===== src/rtl/sequence_generator_pkg.sv =====
// Shared types and constants for the serial pattern transmitter and its benches.
package sequence_generator_pkg;

  typedef enum logic [1:0] {
    IDLE     = 2'd0,
    SHIFT    = 2'd1,
    GAP_WAIT = 2'd2
  } state_t;

  // Common preamble used by generator and detector benches alike.
  localparam logic [3:0] DEFAULT_PATTERN = 4'b0101;

  // Gap counter needs at least one bit even when no gap is configured.
  function automatic int gap_cnt_width(input int gap);
    int w;
    w = $clog2(gap + 1);
    return (w < 1) ? 1 : w;
  endfunction

endpackage


===== src/rtl/sequence_generator_down_counter.sv =====
// Loadable down counter with zero flag; saturates at zero instead of wrapping.
module down_counter #(
  parameter int WIDTH = 4
) (
  input  logic             clk,
  input  logic             rst_n,
  input  logic             load,
  input  logic             en,
  input  logic [WIDTH-1:0] load_value,
  output logic [WIDTH-1:0] count,
  output logic             zero
);

  always_ff @(posedge clk or negedge rst_n) begin
    if (!rst_n) begin
      count <= '0;
    end else if (load) begin
      count <= load_value;
    end else if (en && (count != '0)) begin
      count <= count - 1'b1;
    end
  end

  assign zero = (count == '0);

endmodule


===== src/rtl/sequence_generator.sv =====
// Serial pattern transmitter: sends a captured WIDTH-bit pattern MSB-first,
// repeat_cnt times, with GAP idle cycles between repetitions.
module sequence_generator
  import sequence_generator_pkg::*;
#(
  parameter int WIDTH = 4,
  parameter int GAP   = 0
) (
  input  logic             clk,
  input  logic             rst_n,
  input  logic             start,
  input  logic [WIDTH-1:0] pattern,
  input  logic [7:0]       repeat_cnt,
  output logic             dout,
  output logic             dvalid,
  output logic             busy,
  output logic             done
);

  localparam int IDX_W = $clog2(WIDTH);
  localparam int GAP_W = gap_cnt_width(GAP);

  localparam logic [IDX_W-1:0] IDX_LAST = IDX_W'(WIDTH - 1);
  localparam logic [GAP_W-1:0] GAP_LOAD = GAP_W'((GAP > 0) ? GAP - 1 : 0);

  state_t state, state_next;

  logic [WIDTH-1:0] shreg;
  logic             shreg_load;

  logic             idx_load, idx_en, idx_zero;
  logic [IDX_W-1:0] idx_count, idx_prev;
  logic             gap_load, gap_en, gap_zero;
  logic [GAP_W-1:0] gap_count;
  logic             rep_load, rep_en, rep_zero;
  logic [7:0]       rep_count;

  logic dout_next, dvalid_next, busy_next, done_next;
  logic unused_flags;

  down_counter #(.WIDTH(IDX_W)) u_idx (
    .clk        (clk),
    .rst_n      (rst_n),
    .load       (idx_load),
    .en         (idx_en),
    .load_value (IDX_LAST),
    .count      (idx_count),
    .zero       (idx_zero)
  );

  down_counter #(.WIDTH(GAP_W)) u_gap (
    .clk        (clk),
    .rst_n      (rst_n),
    .load       (gap_load),
    .en         (gap_en),
    .load_value (GAP_LOAD),
    .count      (gap_count),
    .zero       (gap_zero)
  );

  down_counter #(.WIDTH(8)) u_rep (
    .clk        (clk),
    .rst_n      (rst_n),
    .load       (rep_load),
    .en         (rep_en),
    .load_value (repeat_cnt),
    .count      (rep_count),
    .zero       (rep_zero)
  );

  assign unused_flags = ^{gap_count, rep_zero};
  assign idx_prev     = idx_count - 1'b1;

  always_ff @(posedge clk or negedge rst_n) begin
    if (!rst_n) begin
      shreg <= '0;
    end else if (shreg_load) begin
      shreg <= pattern;
    end
  end

  // Outputs are registered from the next-state decision, so the counters and
  // state always describe the bit currently on dout.
  always_comb begin
    state_next  = state;
    dout_next   = 1'b0;
    dvalid_next = 1'b0;
    done_next   = 1'b0;
    shreg_load  = 1'b0;
    idx_load    = 1'b0;
    idx_en      = 1'b0;
    gap_load    = 1'b0;
    gap_en      = 1'b0;
    rep_load    = 1'b0;
    rep_en      = 1'b0;

    case (state)
      IDLE: begin
        if (start) begin
          shreg_load = 1'b1;
          rep_load   = 1'b1;
          if (repeat_cnt != 8'd0) begin
            state_next  = SHIFT;
            idx_load    = 1'b1;
            dout_next   = pattern[WIDTH-1];
            dvalid_next = 1'b1;
          end else begin
            done_next = 1'b1;
          end
        end
      end

      SHIFT: begin
        if (!idx_zero) begin
          idx_en      = 1'b1;
          dout_next   = shreg[idx_prev];
          dvalid_next = 1'b1;
        end else begin
          rep_en = 1'b1;
          if (rep_count == 8'd1) begin
            state_next = IDLE;
            done_next  = 1'b1;
          end else if (GAP == 0) begin
            idx_load    = 1'b1;
            dout_next   = shreg[WIDTH-1];
            dvalid_next = 1'b1;
          end else begin
            state_next = GAP_WAIT;
            gap_load   = 1'b1;
          end
        end
      end

      GAP_WAIT: begin
        if (gap_zero) begin
          state_next  = SHIFT;
          idx_load    = 1'b1;
          dout_next   = shreg[WIDTH-1];
          dvalid_next = 1'b1;
        end else begin
          gap_en = 1'b1;
        end
      end

      default: state_next = IDLE;
    endcase

    busy_next = (state_next != IDLE);
  end

  always_ff @(posedge clk or negedge rst_n) begin
    if (!rst_n) begin
      state  <= IDLE;
      dout   <= 1'b0;
      dvalid <= 1'b0;
      busy   <= 1'b0;
      done   <= 1'b0;
    end else begin
      state  <= state_next;
      dout   <= dout_next;
      dvalid <= dvalid_next;
      busy   <= busy_next;
      done   <= done_next;
    end
  end

endmodule


===== config.mk =====
export PLATFORM = sky130hd
export DESIGN_NAME = sequence_generator
export DESIGN_NICKNAME = d
export VERILOG_FILES = /design/src/rtl/sequence_generator_pkg.sv /design/src/rtl/sequence_generator_down_counter.sv /design/src/rtl/sequence_generator.sv
export SDC_FILE = /design/constraint.sdc
export NUM_CORES = 1
export LEC_CHECK = 0
export BUFFER_PORTS_ARGS = -buffer_cell sky130_fd_sc_hd__buf_2
export CAP_MARGIN = 20
export CORE_ASPECT_RATIO = 2
export CORE_MARGIN = 2
export CORE_UTILIZATION = 25
export CTS_BUF_LIST = sky130_fd_sc_hd__clkbuf_16
export DETAILED_ROUTE_END_ITERATION = 10
export PLACE_DENSITY = 0.43
export SYNTH_ARGS = -nofsm -noshare
export SYNTH_HDL_FRONTEND = slang
export SYNTH_HIERARCHICAL = 1
export SYNTH_SLANG_ARGS = --single-unit

===== constraint.sdc =====
create_clock -name clk -period 2.5 [get_ports clk]
set_input_delay 0.5 -clock clk [delete_from_list [all_inputs] [get_ports clk]]
set_output_delay 0.5 -clock clk [all_outputs]
set_load 0.02 [all_outputs]

======== After elaboration in Yosys (flattened, before gate mapping) ========
Index checks and enable logic that the tools add are counted.
word-level totals
  bits in registers ....................... 21
  latch bits .............................. 0
  bits in writable memories ............... 0
  bits in read-only memories .............. 0
  bits of input ports ..................... 15
  output and inout bits ................... 4
  word-level logic and storage cells ...... 66
  memories ................................ 0
operators by class
  add/subtract/negate cells ............... 3
  multipliers ............................. 0
  divide/modulo/power cells ............... 0
  order comparisons ....................... 1
  equal/unequal tests ..................... 3
  shift operators ......................... 0
  mux-type cells .......................... 39
  bitwise operators ....................... 0
  reduce and logical (&&, ||, !) cells .... 11
operators by type and width
  operator               number
  $mux W1                24
  $mux W8                2
  $reduce_bool A8 Y1     2
  $mux W2                7
  $pmux W1 S3            3
  $eq A8 B1 Y1 const B   1
  $reduce_bool A2 Y1     4
  $sub A8 B1 Y8 const B  1
  $pmux W2 S3            1
  $logic_not A2 Y1       2
  $logic_and A1 B1 Y1    3
  $lt A2 B3 Y1 const B   1
  $bmux W1 S2            1
  $eq A2 B1 Y1 const B   1
  $eq A2 B2 Y1 const B   1
  $pmux W1 S2            1
  $sub A2 B1 Y2 const B  1
  $sub A1 B1 Y1 const B  1

======== Longest topological paths before layout ========
  depth after elaboration ................. 6
  gate-level depth with buffers ........... 8
  mapped depth without buffers ............ 8

======== Hierarchy ========
The synthesis kept the hierarchy.
modules (own cells, without submodules)
  module                 times used  cells an instance  area an instance (µm²)  seq. area each (µm²)
  down_counter at u_rep  1           68                 575.6                   200.2
  sequence_generator     1           53                 550.5                   250.2
  down_counter at u_idx  1           13                 132.6                   50.0
  down_counter at u_gap  1           4                  45.0                    25.0

======== Worst setup path after synthesis ========
No wires, ideal clock.
  path kind ............................... register to register
  start point ............................. register u_idx.count[1]
  end point ............................... register u_rep.count[3]
  library setup time ...................... 0.133 ns
  arrival time ............................ 1.854 ns
  data required time ...................... 2.367 ns
  setup slack ............................. 0.513 ns
  stages on the path, launching flop included .. 9
  buffers on the path ..................... 1
  path through ............................ dfrtp_1 -> inv_1 -> ha_1 -> nand3b_1 -> inv_1 -> buf_2 -> or4b_2 -> a22oi_1 -> o41ai_1
between the ends
  cells in the longest elaborated chain, start to end .. 5
ends and longest elaborated chain
  item                                 line                                   RTL
  start: declaration                   sequence_generator_down_counter.sv:10  output logic [WIDTH-1:0] count,
  start signal: assignment             sequence_generator_down_counter.sv:18  count <= load_value;
  start signal: assignment             sequence_generator_down_counter.sv:20  count <= count - 1'b1;
  $logic_not A2 Y1                     sequence_generator_down_counter.sv:24  assign zero = (count == '0);
  via idx_zero                         sequence_generator.sv:31               logic idx_load, idx_en, idx_zero;
  $mux W1                              sequence_generator.sv:114              if (!idx_zero) begin
  $mux W1                              sequence_generator.sv:97               case (state)
  via rep_en                           sequence_generator.sv:35               logic rep_load, rep_en, rep_zero;
  $logic_and A1 B1 Y1                  sequence_generator_down_counter.sv:19  end else if (en && (count != '0)) begin
  $reduce_bool A2 Y1 (no source line)  -
  end signal: assignment               sequence_generator_down_counter.sv:18
  end signal: assignment               sequence_generator_down_counter.sv:20
  end: declaration                     sequence_generator_down_counter.sv:10
The timed path passes the listed nets, and every way through them passes these cells.
A chain may end at the register's enable or synchronous reset.

======== Final worst setup path ========
  start point ............................. register u_rep.count[4]
  end point ............................... register u_idx.count[1]
between the ends
  cells in the longest elaborated chain, start to end .. 5
  elaborated cells between the ends (all ways) .. 6
  those cells by class .................... eq/ne (1); mux (4); reduce/logical (1)
ends and longest elaborated chain
  item                                           line                       RTL
  $eq A8 B1 Y1 *                                 sequence_generator.sv:120  if (rep_count == 8'd1) begin
  $mux W1 *                                      sequence_generator.sv:120
  $mux W1 *                                      sequence_generator.sv:114
  $pmux W1 S3 *                                  sequence_generator.sv:97
  via idx_load                                   sequence_generator.sv:31
  $mux W2 or $reduce_bool A2 Y1 (tied branches)  -
The timed path passes the listed nets; every way through them passes the cells marked *.

==> results.txt <==
Data on the critical path arrives at its endpoint at 2.28 ns. The mux share of post-synthesis cell area works out to 0.0422. The power density over the cells is 1070 nW/um^2, and the summed instance area of the synthesized netlist is 1300 sq um. In the final design database the tool counted 179 nets. The per-cell routed wire length was 15.2 um; the number of setup violations in the final report was 0. Path type of the worst setup path: reg -> reg.

The xor/xnor cell area share of the yosys netlist works out to 0. Class of the tightest hold or removal check: in -> async. Summed over all cells, the static leakage comes to 0.666 nW. The detailed-routing iteration count for the pre-antenna-repair pass is 4. The synthesized-area fraction occupied by ao, oa, aoi and oai cells works out to 0.157. The via density per instance came out at 5.25.

The clock period minus final worst setup slack is 2.14 ns, and the post-cts resize count is 0. For the total routing usage reported by global routing, the log shows 0.122. The die extent in y was 106 um. In this design, the stage delay of the slowest critical-path cell is 0.49 ns. The tools report the detailed-route via count as 1144. The number of port buffers works out to 18. Counting along the longest clock path gives a buffer depth of 2. The type of element capturing the critical path was a flop.

The kind of cell with the highest combined delay on the critical path was simple AND/OR/NAND/NOR gates. Setup repair after global routing left no endpoint under its margin. Fraction of registers with async set/reset: 1.00. The clock arrives with 0.00301 ns of skew. The critical path startpoint category is a flop. Yosys mapped a number of flops with a built-in enable equal to 0. The number of cell instances on the worst register-to-register path was 6. For the pin with the worst max-slew slack, the measured transition is 0.493 ns. The count of buffer and inverter cells on the critical path is 0. The cell sitting at the root of the clock tree is a sky130_fd_sc_hd__clkbuf_16. Clock latency on the worst-skew pair, taken at its later pin, is 0.25 ns.

In the synthesized netlist, the number of instances is 138. The floorplan has 37 rows. The smallest hold slack was 0.206 ns; the number of unique standard cell types used by synthesis was 47. The area growth from synthesis to layout is 18.6%. The total wire length is 3320 um, and the total number of H-tree levels is 1. Derived from the worst setup path, the maximum achievable clock frequency is 467 MHz. The logs give 5840 sq um for the area enclosed by the die boundary and 1086 for the number of global-route vias before repair. Clock-pin slew was measured on the worst setup and hold paths at 0.06 ns. For this run, the number of Yosys warnings is 6.

The worst supply voltage drop on vdd was 0.323 mV. The antenna diode count came out at 0. The run gives 5070 um as the first-pass GRT wire length. The fraction of layout instances using a drive strength above 1 is 0.231. The critical path starts at u_rep/count[4]. The area share of and/or/nand/nor cells after synthesis was 0.309.

The flow ran to the end, and the final reports show no timing, DRC or antenna violations. For the count of unresolved DRC violations after routing, the log shows 0. Among all flip-flop cells after synthesis, the most frequent one is sky130_fd_sc_hd__dfrtp_1. Max-cap violations in this run came to 0. In this run, CTS created clock tree buffers numbering 3.

Setup total negative slack on the finished layout was measured at 0 ns. Final weighted congestion in routability-driven placement: 0.680. Averaged over all synthesized cells, the footprint is 9.45 sq um. The critical path goes through nor4_1, a21oi_1, a21o_1, nand2b_1, or4b_1, o311ai_0.

The overall die width works out to 55.1 um. Entering global routing, the biggest net connects 28 pins. The share of synthesized cell area in full adder, half adder and majority cells works out to 0.0288. The run gives 0.668 as the headroom to the max-slew limit. The worst register-to-register path ends at u_idx/count[1]. After clock tree synthesis, the flow added hold-fix buffers numbering 0. The detail route stage leaves a number of antenna-violating nets equal to 0.

The number of hold violations in the final report came out at 0. The effective utilization at floorplan came out at 0.256. The tools report the sequential cell area fraction in the yosys report as 0.403.

Number of synthesized register bits: 21. Counting buffers and inverters, the worst setup path is 6 cells deep. The reg-to-reg critical path startpoint was u_rep/count[4].

In this run the worst path has a maximum fanout of 6. The final cycle utilization of the critical path came out at 0.856. TritonCTS built the clock tree. Among all stages on the critical path, the largest delay is contributed by sky130_fd_sc_hd__nor4_1.

CTS saw 21 sinks. For the data required time at the worst endpoint, the log shows 2.64 ns. In this run, the number of DRC markers left after iteration 0 of detailed routing was 26. The wire-length estimate of the detail-placed layout is 2620 um. Across all register-to-register paths, the minimum setup slack is 0.36 ns. The filler cell count in the final layout is 562. The total core area came out at 5090 sq um. In this run the worst setup path terminates at u_idx/count[1]. Summed over all layers, the global routing overflow is 0. The logs give 0.304 for the utilization after layout and 0 for the number of antenna violations at the first check in global routing.

For this design the top-level I/O count stands at 19. The main combinational cell family by area after synthesis is simple AND/OR/NAND/NOR gates. The number of slew-limit violations in the final report was 0.

The number of setup buffers added after CTS came out at 0.
cell families (layout without fill, tap and decap cells):
kind of cell	after synthesis	after routing
AND/OR/NAND/NOR	63	63
AO/OA/AOI/OAI	29	29
flip-flops	21	21
buffers and inverters	15	34
multiplexers	5	5
adder cells (fa/ha/maj)	3	3
other	2	5
power by group:
| group | switching, mW | internal [mW] | leakage (nW) | total (mW) |
|---|---|---|---|---|
| sequential | 0.137 | 0.466 | 0.252 | 0.603 |
| clock | 0.119 | 0.213 | 0.0423 | 0.332 |
| combinational | 0.381 | 0.344 | 0.372 | 0.725 |
| total | 0.637 | 1.02 | 0.666 | 1.66 |
Yosys cell counts (3+ instances only):
library cell,instances,area share
sky130_fd_sc_hd__nand3_1,6,0.023
sky130_fd_sc_hd__nand3b_1,3,0.017
sky130_fd_sc_hd__nor2_1,9,0.026
sky130_fd_sc_hd__o21ai_0,4,0.015
sky130_fd_sc_hd__nand2_1,10,0.029
sky130_fd_sc_hd__nor2b_1,7,0.034
sky130_fd_sc_hd__dfrtp_1,21,0.40
sky130_fd_sc_hd__inv_1,7,0.020
sky130_fd_sc_hd__nor3b_1,4,0.023
sky130_fd_sc_hd__a211oi_1,3,0.017
sky130_fd_sc_hd__ha_1,3,0.029
sky130_fd_sc_hd__a21oi_1,7,0.027
sky130_fd_sc_hd__or4_1,3,0.017
sky130_fd_sc_hd__mux2_2,4,0.035
sky130_fd_sc_hd__clkbuf_1,3,0.0086
sky130_fd_sc_hd__nor4_1,5,0.024
sequential cells by signal (all words and copies together), names as in the netlist:
| signal | cells |
|---|---|
| state | 2 |
| busy | 1 |
| u_gap/count | 1 |
| u_rep/count | 8 |
| shreg | 4 |
| dout | 1 |
| done | 1 |
| dvalid | 1 |
| u_idx/count | 2 |
layout by cell type, fill, tap and decap left out, drive strengths merged, types with 2 or more instances in the layout:
| master | instances |
|---|---|
| nor2b | 7 |
| inv | 9 |
| mux2 | 4 |
| clkbuf | 3 |
| o31ai | 3 |
| nand3 | 6 |
| nor4 | 5 |
| a22oi | 2 |
| a21oi | 7 |
| o21ai | 5 |
| o41ai | 2 |
| nor3b | 6 |
| or4b | 3 |
| nand3b | 3 |
| a211oi | 3 |
| nand2 | 10 |
| ha | 3 |
| dfrtp | 21 |
| conb | 5 |
| nor2 | 9 |
| nand2b | 2 |
| o211ai | 3 |
| buf | 22 |
| nor4b | 2 |
| or4 | 3 |
how the worst min path moves through the flow:
stage | start | end | slack [ns]
2_1_floorplan | rst_n | busy | 0.20
3_3_place_gp | rst_n | u_rep/count[0] | 0.49
3_5_place_dp | rst_n | u_rep/count[1] | 0.50
4_1_cts | rst_n | u_rep/count[1] | 0.23
5_1_grt | rst_n | u_rep/count[1] | 0.25
6_report | rst_n | u_rep/count[1] | 0.21
per-layer routing:
metal	track usage	part of all wire	vias up
li1	-	-	542
met1	0.107	0.34	569
met2	0.236	0.59	29
met3	0.0211	0.040	4
met4	0.0610	0.026	0
met5	0	0	-
stage by stage:
step                setup WS [ns]  instances  area, sq um  total power, mW
finish                      0.361        218         1550             1.66
global route                0.147        218         1550             1.79
CTS                         0.303        218         1550             1.68
detailed placement          0.185        214         1470             1.33
global placement            0.235        214         1470             1.31
floorplan                   0.513        141         1320             1.11
final cells by class:
type / instances / area (sq um) / share of cell area
clock inverters: 1 / 3.75 / 0.00243
well taps: 58 / 72.6 / 0.0469
inverters: 8 / 30.0 / 0.0194
multi-input cells: 105 / 719 / 0.465
repair buffers: 22 / 120 / 0.0777
flip-flops and latches: 21 / 526 / 0.340
clock buffers: 3 / 75.1 / 0.0485
worst reg2reg max path: stages (launching register included):
cell and delay [ns]:
sky130_fd_sc_hd__dfrtp_1 0.43, sky130_fd_sc_hd__nor4_1 0.49, sky130_fd_sc_hd__a21oi_1 0.18, sky130_fd_sc_hd__a21o_1 0.17
sky130_fd_sc_hd__nand2b_1 0.19, sky130_fd_sc_hd__or4b_1 0.47, sky130_fd_sc_hd__o311ai_0 0.10
(Power assumes the default switching activity.)
